### src/rtl/pong_pkg.sv
// Shared Pong datapath definitions: serve FSM states, playfield defaults and
// direction encodings.
package pong_pkg;

    typedef enum logic [1:0] {
        IDLE,
        CAPTURE,
        DELAY,
        PRESENT
    } spawn_state_t;

    localparam int unsigned DEF_SCREEN_W  = 160;
    localparam int unsigned DEF_SCREEN_H  = 120;
    localparam int unsigned DEF_BALL_SIZE = 2;

    localparam logic DIR_RIGHT = 1'b1;
    localparam logic DIR_DOWN  = 1'b1;

endpackage

### src/rtl/spawn_delay.sv
// Loadable 8-bit frame-tick down-counter. The zero flag fires combinationally
// on the tick that brings the count from 1 to 0.
module spawn_delay (
    input  logic       clock,
    input  logic       resetn,
    input  logic       load,
    input  logic [7:0] load_value,
    input  logic       tick,
    output logic       zero
);

    logic [7:0] count_q;

    always_ff @(posedge clock) begin
        if (!resetn) begin
            count_q <= 8'd0;
        end else if (load) begin
            // A load beats a coincident tick, so that tick is never counted.
            count_q <= load_value;
        end else if (tick && (count_q != 8'd0)) begin
            count_q <= count_q - 8'd1;
        end
    end

    assign zero = tick && !load && (count_q == 8'd1);

endmodule

### src/rtl/spawn_ctrl.sv
// Ball-serve controller: captures an LFSR sample, legalises it into a start row,
// waits SERVE_FRAMES frames and presents it. Optional feature: SPAWN_REJECT_EN.
module spawn_ctrl
    import pong_pkg::*;
#(
    parameter int unsigned SCREEN_W     = DEF_SCREEN_W,
    parameter int unsigned SCREEN_H     = DEF_SCREEN_H,
    parameter int unsigned BALL_SIZE    = DEF_BALL_SIZE,
    parameter int unsigned SERVE_FRAMES = 60,
    parameter int unsigned MAX_REJECT   = 8
) (
    input  logic       clock,
    input  logic       resetn,
    input  logic       frame_tick,
    input  logic       spawn_req,
    input  logic       serve_dir,
    input  logic       rnd_valid,
    input  logic [6:0] rnd_value,
    output logic       spawn_valid,
    input  logic       spawn_ack,
    output logic [7:0] ball_x,
    output logic [6:0] ball_y,
    output logic       ball_dx,
    output logic       ball_dy,
    output logic       busy,
    output logic [7:0] serve_count
);

    localparam logic [6:0] Y_MAX    = 7'(SCREEN_H - BALL_SIZE);
    localparam logic [7:0] X_CENTER = 8'((SCREEN_W - BALL_SIZE) / 2);

    if (SERVE_FRAMES < 1 || SERVE_FRAMES > 255 || MAX_REJECT < 1 || MAX_REJECT > 8)
    begin : g_param_check
        $error("spawn_ctrl: SERVE_FRAMES or MAX_REJECT out of range");
    end

    spawn_state_t state_q, state_d;
    logic         dir_q;
    logic [7:0]   ball_x_q;
    logic [6:0]   ball_y_q;
    logic         ball_dx_q;
    logic         ball_dy_q;
    logic [7:0]   serve_count_q;

    logic start;
    logic capture;
    logic over;
    logic reject;
    logic expire;

    assign start = (state_q == IDLE) && spawn_req;
    assign over  = rnd_value > Y_MAX;

`ifdef SPAWN_REJECT_EN
    logic [2:0] rej_q;
    logic       rej_full_q;

    // rej_full_q marks that MAX_REJECT rejections happened; the next sample is clamped.
    always_ff @(posedge clock) begin
        if (!resetn || start) begin
            rej_q      <= 3'd0;
            rej_full_q <= 1'b0;
        end else if (state_q == CAPTURE && rnd_valid && reject) begin
            if (rej_q == 3'(MAX_REJECT - 1)) begin
                rej_full_q <= 1'b1;
            end else begin
                rej_q <= rej_q + 3'd1;
            end
        end
    end

    assign reject = over && !rej_full_q;
`else
    assign reject = 1'b0;
`endif

    always_comb begin
        state_d = state_q;
        capture = 1'b0;
        case (state_q)
            IDLE: begin
                if (spawn_req) begin
                    state_d = CAPTURE;
                end
            end
            CAPTURE: begin
                if (rnd_valid && !reject) begin
                    capture = 1'b1;
                    state_d = DELAY;
                end
            end
            DELAY: begin
                if (expire) begin
                    state_d = PRESENT;
                end
            end
            PRESENT: begin
                if (spawn_ack) begin
                    state_d = IDLE;
                end
            end
            default: state_d = IDLE;
        endcase
    end

    always_ff @(posedge clock) begin
        if (!resetn) begin
            state_q       <= IDLE;
            dir_q         <= 1'b0;
            ball_x_q      <= 8'd0;
            ball_y_q      <= 7'd0;
            ball_dx_q     <= 1'b0;
            ball_dy_q     <= 1'b0;
            serve_count_q <= 8'd0;
        end else begin
            state_q <= state_d;
            if (start) begin
                dir_q <= serve_dir;
            end
            if (capture) begin
                ball_x_q  <= X_CENTER;
                ball_y_q  <= over ? Y_MAX : rnd_value;
                ball_dx_q <= dir_q;
                ball_dy_q <= rnd_value[0];
            end
            if (state_q == PRESENT && spawn_ack) begin
                serve_count_q <= serve_count_q + 8'd1;
            end
        end
    end

    spawn_delay u_delay (
        .clock      (clock),
        .resetn     (resetn),
        .load       (capture),
        .load_value (8'(SERVE_FRAMES)),
        .tick       (frame_tick && (state_q == DELAY)),
        .zero       (expire)
    );

    assign spawn_valid = (state_q == PRESENT);
    assign busy        = (state_q != IDLE);
    assign ball_x      = ball_x_q;
    assign ball_y      = ball_y_q;
    assign ball_dx     = ball_dx_q;
    assign ball_dy     = ball_dy_q;
    assign serve_count = serve_count_q;

endmodule

### config.mk
export PLATFORM = sky130hd
export DESIGN_NAME = spawn_ctrl
export DESIGN_NICKNAME = d
export VERILOG_FILES = /design/src/rtl/pong_pkg.sv /design/src/rtl/spawn_delay.sv /design/src/rtl/spawn_ctrl.sv
export SDC_FILE = /design/constraint.sdc
export NUM_CORES = 1
export LEC_CHECK = 0
export ABC_AREA = 1
export BUFFER_PORTS_ARGS = -buffer_cell sky130_fd_sc_hd__buf_2
export CORE_ASPECT_RATIO = 0.75
export CORE_MARGIN = 4
export CORE_UTILIZATION = 44
export CTS_BUF_LIST = sky130_fd_sc_hd__clkbuf_8
export CTS_CLUSTER_DIAMETER = 150
export DETAILED_ROUTE_END_ITERATION = 16
export HOLD_SLACK_MARGIN = 0.05
export PLACE_DENSITY = 0.71
export SETUP_SLACK_MARGIN = 0.1
export SLEW_MARGIN = 40
export SYNTH_ARGS = -nofsm -noshare
export SYNTH_HDL_FRONTEND = slang
export SYNTH_SLANG_ARGS = --single-unit
### constraint.sdc
create_clock -name clock -period 1.4 [get_ports clock]
set_input_delay 0.14 -clock clock [delete_from_list [all_inputs] [get_ports clock]]
set_output_delay 0.14 -clock clock [all_outputs]
set_load 0.02 [all_outputs]
==> out/qor.yml, run 1 <==
setup_path:
  critical_path_arrival_ns: 1.48
  path_max_fanout: 18
  crit_type: "flop to flop"
  critPathLaunchType: "flop"
  critPathCaptureType: "flop"
  crit_required_ns: 1.59
floorplan:
  die_w_um: 75.9
  ios: 41
  dieArea_mm2: 0.00448
  core_area_mm2: 0.00331
  start_util_pct: 46.0
  rows: 18
  chipHeight_um: 58.9
timing:
  finalSetupTns_ns: 0
  skew_ns: 0.00510
  rsz0062_at_grt: "yes"
  finalMaxSlewViolations: 0
  finalSetupViolCount: 0
  max_freq_mhz: 774
  period_share_pct: 92.3
  finalHoldViolCount: 0
  finalCriticalPeriod_ns: 1.29
yosys:
  synth-seq-cells: 29
  synth.distinct_cells: 26
  synth_warnings: 0
  synthArstFlopShare_pct: 0
  synth_top_area_cell: "dfxtp_1"
  synthTopCellsByArea: "dfxtp_1, nor2_1, nand2_1"
  synth_edf_count: 0
  synth_flop_cell: "dfxtp_1"
  syn_inst: 219
  syn-mean-instance-area_um2: 6.95
  syn_area_mm2: 0.00152
  synth.yosys.seq_area_share_pct: 38.1
  synth_top_area_share_pct: 38.1
cells_and_area:
  fill_cells: 306
  antenna_cells: 0
  areaGrowthSynthToFinish_pct: 35.3
  multi_input_area_um2: 931
  final-seq-area_um2: 599
  drive_above_1_share_pct: 38.3
  layout.nets: 285
clocking:
  clkSlewWorstSetupHoldPaths_ns: 0.07
  htree_levels: 2
  cts.path.max_buffers: 2
  cts_tree: "done"
  ctsHoldBuffers: 0
  clk_latency_ns: 0.28
  cts.sinks: 29
  cts_root_buf: "clkbuf_8"
  cts_buffers: 5
min_path:
  worst_hold_path_type: "input pin to flop"
drt:
  drt_wl_total_um: 3490
  route.antenna.remaining_nets: 0
  vias: 1461
  dr.pass1.iters: 4
  wl_per_cell_um: 11.5
  drt_iter0_drc: 86
  vias_per_cell: 4.81
  route.detailed.drc: 0
pwr:
  irDropWorstVdd_uv: 1030
  power_leakage_nw: 1.03
  power.density_mw_per_mm2: 1720
  p_total_mw: 3.53
place:
  place_congestion: 0.811
  dp_hpwl_um: 2420
  place.port_buffers: 37
global_routing:
  grt.total_usage_pct: 14.7
  antenna_found_initial: 0
  grt_max_degree: 19
  overflow: 0
  grt_pass1_wl_um: 5290
  grt_pass1_vias: 1268
flow_run:
  cap_violations: 0
status:
  outcome: "completed"
-- placed cells by master, fill, tap and decap left out, drive strengths merged, types with 7 or more instances in the layout --
cell type,n
a21oi,11
buf,46
clkbuf,7
dfxtp,29
ha,8
inv,26
nand2,45
nand3,13
nor2,47
o21ai,13
-- worst paths after layout --
check,from,end,slack (ns),depth (start not counted)
max reg2reg,state_q[1],u_delay.count_q[1],0.11,6
max,state_q[1],u_delay.count_q[1],0.11,6
min,serve_dir,dir_q,0.13,3
min reg2reg,dir_q,dir_q,0.46,2
-- critical path, cell delays in order, from the launching register on --
cell      delay, ns
dfxtp_4        0.39
inv_4          0.05
ha_4           0.16
nand2_4        0.08
buf_12         0.14
nand2_1        0.13
a211oi_1       0.24
-- sequential cells by signal (all words and copies together), names as in the netlist --
signal,flops
ball_dx,1
ball_dy,1
ball_x,1
ball_y,7
dir_q,1
serve_count,8
state_q,2
u_delay.count_q,8
-- cell families (layout without fill, tap and decap cells) --
group	count (synthesis)	count (layout)	share of synthesized area [%]
compound gates	28	28	10.8
xor+xnor	3	3	1.73
fa+ha+maj	8	8	6.57
buf+inv	37	80	10.8
flops	29	29	38.1
other cells	1	3	0.246
simple gates	113	113	31.7
-- stage by stage --
| stage | setup slack, ns | area (um2) | util (%) | instances | hold WS (ns) |
|---|---|---|---|---|---|
| after floorplan | 0.0381 | 1550 | - | 221 | 0.292 |
| after global placement | 0.00632 | 1760 | 53.2 | 291 | 0.413 |
| after detailed placement | -0.00853 | 1760 | 53.2 | 291 | 0.405 |
| after CTS | 0.0737 | 1900 | 57.3 | 300 | 0.114 |
| after global routing | 0.0301 | 2060 | 62.2 | 304 | 0.129 |
| final | 0.107 | 2060 | 62.2 | 304 | 0.128 |
-- metal layers --
| metal | global-route usage [%] | routed length (um) | share of wire [%] |
|---|---|---|---|
| met1 | 18.5 | 1690 | 48 |
| met2 | 22.7 | 1570 | 45 |
| met3 | 5.66 | 192 | 5.5 |
| met4 | 6.35 | 41 | 1.2 |
| met5 | 0 | 0 | 0 |
-- power breakdown --
group / internal (mW) / switching, mW
Combinational: 0.646 / 0.952
Clock: 0.444 / 0.319
Sequential: 0.994 / 0.181
Total: 2.08 / 1.45
-- area by class of cell --
class / instances / area share, %
multi-input combinational: 155 / 45.2
inverter: 26 / 5.35
tap: 40 / 2.43
clock inverter: 1 / 0.243
sequential: 29 / 29.1
timing repair buffer: 46 / 13.0
clock buffer: 7 / 4.68
-- synth_stat cells, types with 2 or more instances --
library cell	count
nor2_1	44
nand2_1	42
dfxtp_1	29
inv_1	25
nand3_1	13
o21ai_0	12
a21oi_1	10
ha_1	8
buf_4	7
clkbuf_1	4
nand2_2	3
nand4_1	3
nor3_1	3
xor2_1	3
nor2_4	2
-- timing repair --
item / 4_1_cts / 5_1_grt
pin swaps: 6 / 19
resized for setup: 13 / 40
hold endpoints to repair: 0 / 0
setup buffers: 1 / 4
endpoints found under the setup margin: 16 / 19
Power figures use the tool's default switching activity.
==> run 2, diff against run 1 <==
--- a/config.mk
+++ b/config.mk
@@ -7,12 +7,12 @@
 export LEC_CHECK = 0
 export ABC_AREA = 1
 export BUFFER_PORTS_ARGS = -buffer_cell sky130_fd_sc_hd__buf_2
-export CORE_ASPECT_RATIO = 0.75
 export CORE_MARGIN = 4
 export CORE_UTILIZATION = 44
 export CTS_BUF_LIST = sky130_fd_sc_hd__clkbuf_8
 export CTS_CLUSTER_DIAMETER = 150
 export DETAILED_ROUTE_END_ITERATION = 16
+export GPL_ROUTABILITY_DRIVEN = 0
 export HOLD_SLACK_MARGIN = 0.05
 export PLACE_DENSITY = 0.71
 export SETUP_SLACK_MARGIN = 0.1
==> run 2 against run 1 <==
Effect of this change:
- register-to-register slack got worse by 0.06 ns
- flip-flop and latch count unchanged
- sequential power about the same
- combinational power increased by 4%
- count of clock-buffer cells in the layout decreased by 2
- cell count increased by 3.9%
- maximum frequency decreased by 4.2%
- clock skew increased by 0.0049 ns
- via count increased by 3.1%
- setup slack got worse by 0.057 ns
- cell area increased by 2.5%
- power decreased by 0.41%
==> out/qor.yml, run 2 (same netlist as run 1, synthesis figures left out) <==
status:
  outcome: "completed"
place:
  placed_area_mm2: 0.00176  # +0.14%
  dp_hpwl_um: 2480  # +2.2%
  place.port_buffers: 37  # unchanged
  dp_slack_ns: 0.00573  # +0.0143 ns
min_path:
  worst_hold_path_type: "input pin to flop"
  holdCritStartpoint: "rnd_value[5]"
  hold_depth: 3  # unchanged
clocking:
  clk_latency_ns: 0.28  # about the same
  cts.path.max_buffers: 2  # unchanged
  ctsHoldBuffers: 0  # unchanged
  htree_levels: 2  # unchanged
  cts_tree: "done"
  cts_buffers: 5  # unchanged
  cts.sinks: 29  # unchanged
  cts_root_buf: "clkbuf_8"
  clkSlewWorstSetupHoldPaths_ns: 0.07  # about the same
floorplan:
  dieArea_mm2: 0.00447  # -0.23%
  core_area_mm2: 0.00334  # +0.79%
  rows: 21  # +3
  start_util_pct: 45.6  # -0.36 points
  chipHeight_um: 66.8  # +13%
  die_w_um: 66.8  # -12%
  ios: 41  # unchanged
global_routing:
  grt.total_usage_pct: 15.7  # +1.0 points
  grt_max_degree: 13  # -6
  overflow: 0  # unchanged
  grt_pass1_wl_um: 5330  # +0.91%
  use_met3_pct: 5.06  # -0.60 points
  grt_pass1_vias: 1310  # +3.3%
  antenna_found_initial: 0  # unchanged
  grt.busiest_layer: "met2"
  met1_usage_pct: 18.7  # +0.21 points
  use_met2_pct: 26.9  # +4.2 points
setup_path:
  critPathLaunchType: "flop"
  path_max_fanout: 7  # -11
  r2r-start: "u_delay.count_q[0]"
  critPathCaptureType: "flop"
  critPathLaunch: "u_delay.count_q[0]"
  critical_path_arrival_ns: 1.55  # +0.07 ns
  slowest_delay_ns: 0.36  # -0.03 ns
  path_delay_family: "simple AND/OR/NAND/NOR gates"
  reg2regPathDepth: 8  # +2
  path_cells: "inv_4, ha_4, nand2_4, o21ai_4, nand2_2, nor2_1, nor2_1, nor2_1"
  cp.buffers_inverters: 1  # -1
  timing.critical_path.mode_cell: "nor2_1"
  crit_required_ns: 1.60  # about the same
  critical_path_depth: 8  # +2
  crit_path_top_delay_cell: "dfxtp_4"
  crit_type: "flop to flop"
drt:
  vias_per_cell: 4.77  # -0.77%
  drt_iter0_drc: 64  # -26%
  wl_per_cell_um: 11.8  # +2.7%
  route.detailed.drc: 0  # unchanged
  vias: 1507  # +3.1%
  route.antenna.remaining_nets: 0  # unchanged
  dr.pass1.iters: 4  # unchanged
  drt_wl_total_um: 3730  # +6.8%
cells_and_area:
  antenna_cells: 0  # unchanged
  fin_util_pct: 63.3  # +1.0 points
  fill_cells: 315  # +2.9%
  layout.nets: 291  # +2.1%
  most-common-layout-cells: "nor2_1, buf_2, nand2_1"
  areaGrowthSynthToFinish_pct: 38.6
  drive_above_1_share_pct: 41.5  # +3.2 points
  stdcell_area_mm2: 0.00211  # +2.5%
  layout_commonest_cell: "nor2_1"
timing:
  fin_hold_ws_ns: 0.129  # +0.000554 ns
  finalSetupViolCount: 0  # unchanged
  max_freq_mhz: 741  # -4.2%
  skew_ns: 0.0100  # +0.00492 ns
  rsz0062_at_grt: "yes"
  period_share_pct: 96.4  # +4.1 points
  setup_ws_ns: 0.0504  # -0.0569 ns
  finalHoldViolCount: 0  # unchanged
  finalMaxSlewViolations: 0  # unchanged
  finalSetupTns_ns: 0  # unchanged
  finalCriticalPeriod_ns: 1.35  # +0.0569 ns
flow_run:
  cap_violations: 0  # unchanged
pwr:
  power.density_mw_per_mm2: 1670  # -2.8%
  irDropWorstVdd_uv: 677  # -34%
  power_leakage_nw: 1.03  # -0.23%
[run 2: changes by cell type in the layout (fill, tap and decap cells not counted), sizes merged]
cell | before | now
clkbuf | 7 | 5
clkinv | 1 | 2
buf | 46 | 52
clkinvlp | 0 | 1
[run 2: power by group]
group | internal [mW] | switching [mW] | leakage (nW)
combinational | 0.675 | 0.996 | 0.743
clock | 0.342 | 0.327 | 0.0439
sequential | 0.994 | 0.186 | 0.241
[run 2: timing repair]
item / CTS / global route
resized for setup: 18 / 45
setup endpoints to repair: 18 / 18
pin swaps: 9 / 20
buffers inserted: 4 / 6
[run 2: path summary, 6_finish.rpt]
check / endpoint / slack (ns)
max reg2reg: u_delay.count_q[3] / 0.05
min: ball_y[5] / 0.13
max: u_delay.count_q[3] / 0.05
min reg2reg: ball_y[3] / 0.47
[run 2: stage by stage]
step                      power (mW)  cells
after detailed placement        2.44    298
after global routing            3.80    316
after CTS                       3.23    310
after floorplan                 2.14    221
final                           3.52    316
after global placement          2.41    298
[run 2: layout make-up]
cell class | instances | area [um2] | share of cell area [%]
repair buffers | 52 | 315 | 14.9
clock buffers | 5 | 68.8 | 3.26
clock inverters | 3 | 17.5 | 0.830
well taps | 46 | 57.6 | 2.73
flip-flops and latches | 29 | 602 | 28.5
multi-input cells | 155 | 942 | 44.6
inverters | 26 | 108 | 5.10
[run 2: metal layers]
| metal | routed length (um) | up-vias |
|---|---|---|
| li1 | - | 785 |
| met1 | 1600 | 693 |
| met2 | 1940 | 25 |
| met3 | 155 | 4 |
| met4 | 35 | 0 |
| met5 | 0 | - |
[run 2: worst register-to-register path, delay by kind of cell (launching register included)]
family	cells	cell delay, ns
buf+inv	1	0.08
compound gates	1	0.28
fa+ha+maj	1	0.14
flops	1	0.36
simple gates	5	0.42
